File: src/rtl/rx_frame_sequencer.sv
// ---------------------------------------------------------------------------
// rx_frame_sequencer
//
// Receive-side frame control FSM sitting behind the XGMII control-character
// decoder. It strobes the address and length/type capture points and
// qualifies data words toward the RX FIFO. It counts frame bytes and emits
// one status word per frame.
//
// Ports
//   rxclk, reset          receive clock; synchronous active-high reset
//   get_sfd               start+SFD detect (registered by the decoder)
//   get_terminator        terminate-character detect
//   terminator_location   valid data bytes (0-7) in the terminator word
//   get_error_code        error-character flag, one cycle after get_terminator
//   tagged_frame          VLAN tag present (raises the length limit by 4)
//   crc_ok                FCS result, valid the cycle after get_terminator
//   start_da, start_lt    one-cycle capture strobes (1st / 2nd RX cycle)
//   receiving             FSM is in RX or DROP
//   data_valid            current decoder word belongs to the frame
//   data_last, last_bytes final frame word and its valid byte count
//   status_valid          one-cycle pulse; the status fields below are valid
//   frame_good, frame_len, err_code, too_long, too_short, crc_err, aborted
//                         per-frame status, held until the next status_valid
// ---------------------------------------------------------------------------
module rx_frame_sequencer #(
  parameter int MIN_LEN = 64,
  parameter int MAX_LEN = 1518
) (
  input  logic        rxclk,
  input  logic        reset,
  input  logic        get_sfd,
  input  logic        get_terminator,
  input  logic [2:0]  terminator_location,
  input  logic        get_error_code,
  input  logic        tagged_frame,
  input  logic        crc_ok,
  output logic        start_da,
  output logic        start_lt,
  output logic        receiving,
  output logic        data_valid,
  output logic        data_last,
  output logic [2:0]  last_bytes,
  output logic        status_valid,
  output logic        frame_good,
  output logic [15:0] frame_len,
  output logic        err_code,
  output logic        too_long,
  output logic        too_short,
  output logic        crc_err,
  output logic        aborted
);

  typedef enum logic [1:0] {
    IDLE  = 2'd0,
    RX    = 2'd1,
    DROP  = 2'd2,
    CHECK = 2'd3
  } state_t;

  state_t      state;
  logic [12:0] word_cnt;
  logic [15:0] len_q;        // closed frame length, published at status time
  logic        too_long_q;
  logic        sfd_pending;  // SFD that arrived together with a terminator

  logic [15:0] byte_cnt;
  logic [16:0] term_sum;
  logic [15:0] term_len;
  logic [15:0] limit;
  logic        over_limit;
  logic [12:0] word_cnt_next;
  logic        in_frame;
  logic        start_frame;

  assign in_frame      = (state == RX) || (state == DROP);
  assign byte_cnt      = {word_cnt, 3'b000};
  assign term_sum      = {1'b0, byte_cnt} + 17'(terminator_location);
  assign term_len      = term_sum[16] ? 16'hFFFF : term_sum[15:0];
  assign limit         = 16'(MAX_LEN) + (tagged_frame ? 16'd4 : 16'd0);
  assign over_limit    = byte_cnt > limit;
  assign word_cnt_next = (&word_cnt) ? word_cnt : word_cnt + 13'd1;

  // A new frame opens from IDLE, from CHECK (back-to-back or a deferred SFD),
  // or by aborting a frame that never saw its terminator.
  assign start_frame = ((state == IDLE)  && get_sfd)
                    || (in_frame && get_sfd && !get_terminator)
                    || ((state == CHECK) && (get_sfd || sfd_pending));

  // The data qualifiers must line up with the decoder word of the same
  // cycle, so they decode the state register and the live terminator flag.
  assign receiving  = in_frame;
  assign data_valid = (state == RX);
  assign data_last  = (state == RX) && get_terminator;
  assign last_bytes = data_last ? terminator_location : 3'd0;

  always_ff @(posedge rxclk) begin
    if (reset) begin
      state        <= IDLE;
      word_cnt     <= '0;
      len_q        <= '0;
      too_long_q   <= 1'b0;
      sfd_pending  <= 1'b0;
      start_da     <= 1'b0;
      start_lt     <= 1'b0;
      status_valid <= 1'b0;
      frame_good   <= 1'b0;
      frame_len    <= '0;
      err_code     <= 1'b0;
      too_long     <= 1'b0;
      too_short    <= 1'b0;
      crc_err      <= 1'b0;
      aborted      <= 1'b0;
    end else begin
      // NOTE: non-blocking assignments everywhere here, so every branch reads
      // the pre-edge values of state, word_cnt and the flags.
      start_da     <= 1'b0;
      status_valid <= 1'b0;
      start_lt     <= start_da && (state == RX) && !get_terminator && !get_sfd;

      unique case (state)
        IDLE: ;
        RX, DROP: begin
          if (get_terminator) begin
            len_q       <= term_len;
            too_long_q  <= too_long_q || ((state == RX) && over_limit);
            sfd_pending <= get_sfd;
            state       <= CHECK;
          end else if (get_sfd) begin
            // Abort: publish the truncated frame immediately.
            status_valid <= 1'b1;
            frame_good   <= 1'b0;
            frame_len    <= byte_cnt;
            err_code     <= 1'b0;
            too_long     <= too_long_q;
            too_short    <= 1'b0;
            crc_err      <= 1'b0;
            aborted      <= 1'b1;
          end else begin
            word_cnt <= word_cnt_next;
            if ((state == RX) && over_limit) begin
              too_long_q <= 1'b1;
              state      <= DROP;
            end
          end
        end
        CHECK: begin
          status_valid <= 1'b1;
          frame_len    <= len_q;
          err_code     <= get_error_code;
          crc_err      <= ~crc_ok;
          too_long     <= too_long_q;
          too_short    <= len_q < 16'(MIN_LEN);
          aborted      <= 1'b0;
          frame_good   <= ~(get_error_code | too_long_q
                            | (len_q < 16'(MIN_LEN)) | ~crc_ok);
          state        <= IDLE;
        end
        default: state <= IDLE;
      endcase

      // NOTE: this block comes after the case on purpose; its assignments to
      // state/word_cnt/flags take precedence over the ones made above.
      if (start_frame) begin
        state       <= RX;
        start_da    <= 1'b1;
        word_cnt    <= '0;
        too_long_q  <= 1'b0;
        sfd_pending <= 1'b0;
      end
    end
  end

endmodule
File: config.mk
export PLATFORM = sky130hd
export DESIGN_NAME = rx_frame_sequencer
export DESIGN_NICKNAME = d
export VERILOG_FILES = /design/src/rtl/rx_frame_sequencer.sv
export SDC_FILE = /design/constraint.sdc
export NUM_CORES = 1
export LEC_CHECK = 0
export CORE_ASPECT_RATIO = 1.4
export CORE_MARGIN = 2
export CORE_UTILIZATION = 62
export CTS_CLUSTER_SIZE = 30
export DETAILED_ROUTE_END_ITERATION = 10
export DONT_BUFFER_PORTS = 1
export HOLD_SLACK_MARGIN = 0.12
export PLACE_DENSITY = 0.78
export SETUP_SLACK_MARGIN = 0.02
export SLEW_MARGIN = 20
export SYNTH_ARGS = -nofsm -noshare
export SYNTH_HDL_FRONTEND = slang
export SYNTH_SLANG_ARGS = --single-unit
File: constraint.sdc
create_clock -name rxclk -period 2.6 [get_ports rxclk]
set_input_delay 0.65 -clock rxclk [delete_from_list [all_inputs] [get_ports rxclk]]
set_output_delay 0.65 -clock rxclk [all_outputs]
set_load 0.01 [all_outputs]
### Word level (Yosys, flattened, before mapping)

Cells that the tools add are included.

* bits in registers: 58

* $add $sub $neg: 3
* order comparisons: 2
* equal/unequal tests: 10
* muxes and demuxes: 30
* bitwise operators: 8
* reductions and logical operators: 29

Operators by type and width (number)
* 16-bit 2-to-1 mux: 3
* 16-bit one-hot mux with 2 select lines: 1
* 16-bit by 3-bit adder with 17-bit output: 1
* 16-bit by 12-bit greater-than comparator with 1-bit output: 1
* 16-bit by 7-bit < comparator with 1-bit output (second input constant): 1
* 1-bit one-hot mux with 2 select lines: 7
* 13-bit by 1-bit adder with 13-bit output (second input constant): 1
* 1-bit 2-to-1 mux: 13
* 13-bit AND reduction: 1
* 11-bit by 3-bit adder with 12-bit output (first input constant): 1
* 3-bit AND reduction: 4
* 1-bit logical AND: 9
* 4-bit inequality test (second input constant): 2
* 2-bit 2-to-1 mux: 3
* 3-bit 2-to-1 mux: 2
* 3-bit inequality test (second input constant): 2
* 1-bit logical OR: 5
* 1-bit inverter: 5
* 2-bit == test (second input constant): 2
* 2-bit inequality test (second input constant): 2
* 2-bit one-hot mux with 2 select lines: 1
* 4-bit AND reduction: 1
* 2-bit nonzero test: 2
* 2-bit OR reduction: 2
* 7 further kinds: 10

### Logic depth before layout (Yosys ltp)

* depth after elaboration: 9
* gate-level depth with buffers: 10

### Worst setup path after synthesis

Ideal clock, no wire load.

* path type: reg-to-reg
* from: register state[0]
* to: register word_cnt[11]
* arrival: 2.047 ns
* data required time: 2.528 ns
* setup slack: 0.482 ns
* cell stages (with the launch flop): 9
* buffers on the path: 2
* cell sequence: dfxtp_1 > inv_1 > ha_1 > buf_2 > nor2b_1 > buf_4 > o31ai_4 > or3b_2 > mux2i_1

* word-level cells in the longest chain between the ends: 7
* elaborated cells between the ends (all ways): 14
* classes of those cells: eq/ne (3); reduce/logical (11)

RTL lines
* start, declared: RTL line 60 `state_t state;`
* start signal, assigned: RTL line 98 `state <= IDLE;`
* start signal, assigned: RTL line 127 `state <= CHECK;`
* start signal, assigned: RTL line 142 `state <= DROP;`
* 2-bit by 1-bit == test with 1-bit output or 2-bit == test (tied branches): RTL line 75 `assign in_frame = (state == RX) || (state == DROP);`
* 1-bit logical OR (*): RTL line 75
* net receiving: RTL line 39 `output logic receiving,`
* 1-bit logical AND (*) (2 in a row): RTL line 86 `|| (in_frame && get_sfd && !get_terminator)`
* 1-bit logical OR (*): RTL line 86
* 1-bit logical OR (*): RTL line 87 `|| ((state == CHECK) && (get_sfd || sfd_pending));`
* 2-bit OR reduction (no source line) (*)
* end signal, assigned: RTL line 139 `word_cnt <= word_cnt_next;`
* end, declared: RTL line 61 `logic [12:0] word_cnt;`

The timed path passes the listed nets; every way through them passes the cells marked *.
A chain may end at the register's enable or synchronous reset.

### Worst setup path after layout

* from: register state[0]
* to: register word_cnt[7]

Same word-level chain as after synthesis.

==> flow_summary.ini <==
[run_status]
status = finished, final reports clean

[detailed_routing]
drt_iter0_drc = 123
ant_nets = 0
firstDrtPassIters = 4
routedWlPerCell_microns = 16.1
vias = 2219
wirelength_mm = 5.65
vias_per_cell = 6.30
drc = 0

[timing]
tns_ns = 0
clock.fmax_mhz = 452
rsz0062_at_grt = no
max-slew-margin-rel_pct = 46.9
hold_viol_final = 0
setup_viol = 0
tightest_slew_ns = 0.789
final.min_clock_period_ns = 2.21
setup_slack_ns = 0.387
fin_crit_sh_pct = 85.1
slew_viol_final = 0
clock_skew_ns = 0.00507

[placement]
dp_hpwl_mm = 3.84
pre_cts_ws_ns = 0.459
portBuffers = 0
routabilityCongestion = 0.915

[pwr]
pwr-share-seq_pct = 40.1
p_int_mw = 1.85
swShare_pct = 31.3
power_frac_clock_pct = 37.1
p_leak_nw = 0.958
p_switching_uw = 845
power_mw = 2.70
combPwrFrac_pct = 22.7
ir_worst_vdd_mv = 0.719
powerDensity_nw_per_um2 = 936

[cells_and_area]
seq_area_sq_um = 1160
syn2layout_area_growth_pct = 9.10
fin_nets = 318
fillCellCount = 336
multi_input_area_sq_um = 1360
antenna_cells = 0
drive_gt1_share_pct = 9.45
fin_util_pct = 69.1

[synth]
synth_edf_count = 0
synthFlopType = dfxtp_1
synth-compound-area-share_pct = 17.5
synthAdderAreaFrac_pct = 2.84
syn_inst = 307
synth-simple-area-share_pct = 23.9
synth-xor-area-share_pct = 0.663
ys_ff_latch = 58
ys_seq_area_share_pct = 44.0
yosys-mux-area-fraction_pct = 6.44
synth_area_per_cell_sq_um = 8.60
async_reset_ff_share_pct = 0
synth_nets = 323
synth_cell_types = 47
mappedNetlistArea_sq_um = 2640
synth_top_family_by_area = simple AND/OR/NAND/NOR gates
yosysWarnings = 0

[die]
die_w_microns = 59.2
ios = 41
fp.dieH_microns = 81.2
coreArea_sq_um = 4170
initial_core_util_pct = 63.4
die_area_sq_um = 4810
num_rows = 28

[worst_setup_path]
worst_ep_arrival_time_ns = 2.48
cp_num_buf_inv = 1
path_max_fanout = 6
required_ns = 2.87
max_stage_delay_ns = 0.55
critPathLaunchType = flip-flop
worstSetupEndpointType = flip-flop
critical_path.slowest_cell = or4_1
path_cells = inv_1, ha_1, nor3b_2, nand4_1, or4_1, a21oi_1
path_class = flip-flop to flip-flop
critPathTopFamily = simple AND/OR/NAND/NOR gates

[clock_network]
path_clk_slew_ns = 0.07
clock_latency_ns = 0.34
cts_sinks = 58
post_cts_buffers = 0
numCtsBuffers = 9
cts-resized-gates = 0
ctsHoldBuffers = 0
cts_root_buffer = clkbuf_8
h-tree-depth = 3
cts_max_path_buffers = 2
cts_tree = built

[global_route]
grt_pass1_vias = 1965
grt.overflow.total = 0
grt_pass1_wl_mm = 9.09
grt_max_degree = 52
antenna_found_initial = 0
track_usage_pct = 25.2

[worst_hold_path]
min_path_type = input port to flip-flop

[flow_run]
drv_cap = 0
## sequential cells by signal (all words and copies together) (netlist names)
| register | count |
|---|---|
| aborted | 1 |
| crc_err | 1 |
| err_code | 1 |
| frame_good | 1 |
| frame_len | 16 |
| len_q | 16 |
| sfd_pending | 1 |
| start_da | 1 |
| start_lt | 1 |
| state | 2 |
| status_valid | 1 |
| too_long | 1 |
| too_long_q | 1 |
| too_short | 1 |
| word_cnt | 13 |
## power by group through the flow
| stage | Combinational, mW | Sequential, mW | Clock, mW |
|---|---|---|---|
| detailed placement | 0.614 | 1.10 | 0 |
| global placement | 0.602 | 1.10 | 0 |
| floorplan | 0.512 | 1.08 | 0 |
| CTS | 0.613 | 1.08 | 1.01 |
| finish | 0.613 | 1.08 | 1.00 |
| global route | 0.681 | 1.10 | 1.05 |
## stage by stage
| step | hold slack [ns] | area (sq um) | cells |
|---|---|---|---|
| 5_1_grt | 0.363 | 2880 | 352 |
| 2_1_floorplan | 0.436 | 2640 | 307 |
| 3_3_place_gp | 0.436 | 2640 | 336 |
| 3_5_place_dp | 0.441 | 2640 | 336 |
| 4_1_cts | 0.367 | 2880 | 352 |
| 6_report | 0.379 | 2880 | 352 |
## routing by layer
metal	up-vias	routed length [microns]	global-route usage [%]
li1	1075	-	-
met1	1043	2450	31.5
met2	90	2670	38.9
met3	11	402	7.01
met4	0	130	13.2
met5	-	0	0
## cells in the final DEF, fill, tap and decap left out, types with 6 or more instances in the layout
cell type  Yosys  routed
ha_1           6       6
nor3_1         7       7
a22oi_1        6       6
inv_1          8       8
clkbuf_8       0       9
mux2i_1       17      17
nor2_1        29      29
a21oi_1       25      25
dfxtp_1       58      58
nand2_1       48      48
a211oi_1      17      17
nor4_1         7       7
## cell families after synthesis
family | count (synthesis)
flip-flops | 58
multiplexers | 17
XOR/XNOR | 2
AND/OR/NAND/NOR | 128
AO/OA/AOI/OAI | 67
adder cells (fa/ha/maj) | 6
buffers and inverters | 29
## cells in the mapped netlist, types with 5 or more instances
| master | n | area (sq um) |
|---|---|---|
| a211oi_1 | 17 | 128 |
| buf_2 | 9 | 45.0 |
| mux2i_1 | 17 | 170 |
| nor4_1 | 7 | 43.8 |
| nand2_1 | 48 | 180 |
| dfxtp_1 | 58 | 1160 |
| a21oi_1 | 25 | 125 |
| ha_1 | 6 | 75.1 |
| clkbuf_1 | 10 | 37.5 |
| nor3_1 | 7 | 35.0 |
| and3_1 | 5 | 31.3 |
| nor2_1 | 29 | 109 |
| a22oi_1 | 6 | 45.0 |
| inv_1 | 8 | 30.0 |
## area by class of cell
class / count / area share (%)
Timing Repair Buffer: 5 / 1.30
Clock buffer: 9 / 4.30
Inverter: 8 / 1.04
Multi-Input combinational cell: 220 / 47.1
Tap cell: 45 / 1.95
Sequential cell: 58 / 40.3
Clock inverter: 7 / 4.04
## path summary, 6_finish.rpt
| path | startpoint | endpoint | slack, ns | cells past startpoint |
|---|---|---|---|---|
| worst max register to register | state[0] | word_cnt[7] | 0.39 | 6 |
| worst max-delay path | state[0] | word_cnt[7] | 0.39 | 6 |
| worst min-delay path | reset | len_q[8] | 0.38 | 1 |
| worst min register to register | len_q[4] | len_q[4] | 0.45 | 2 |
(Power assumes the default switching activity.)
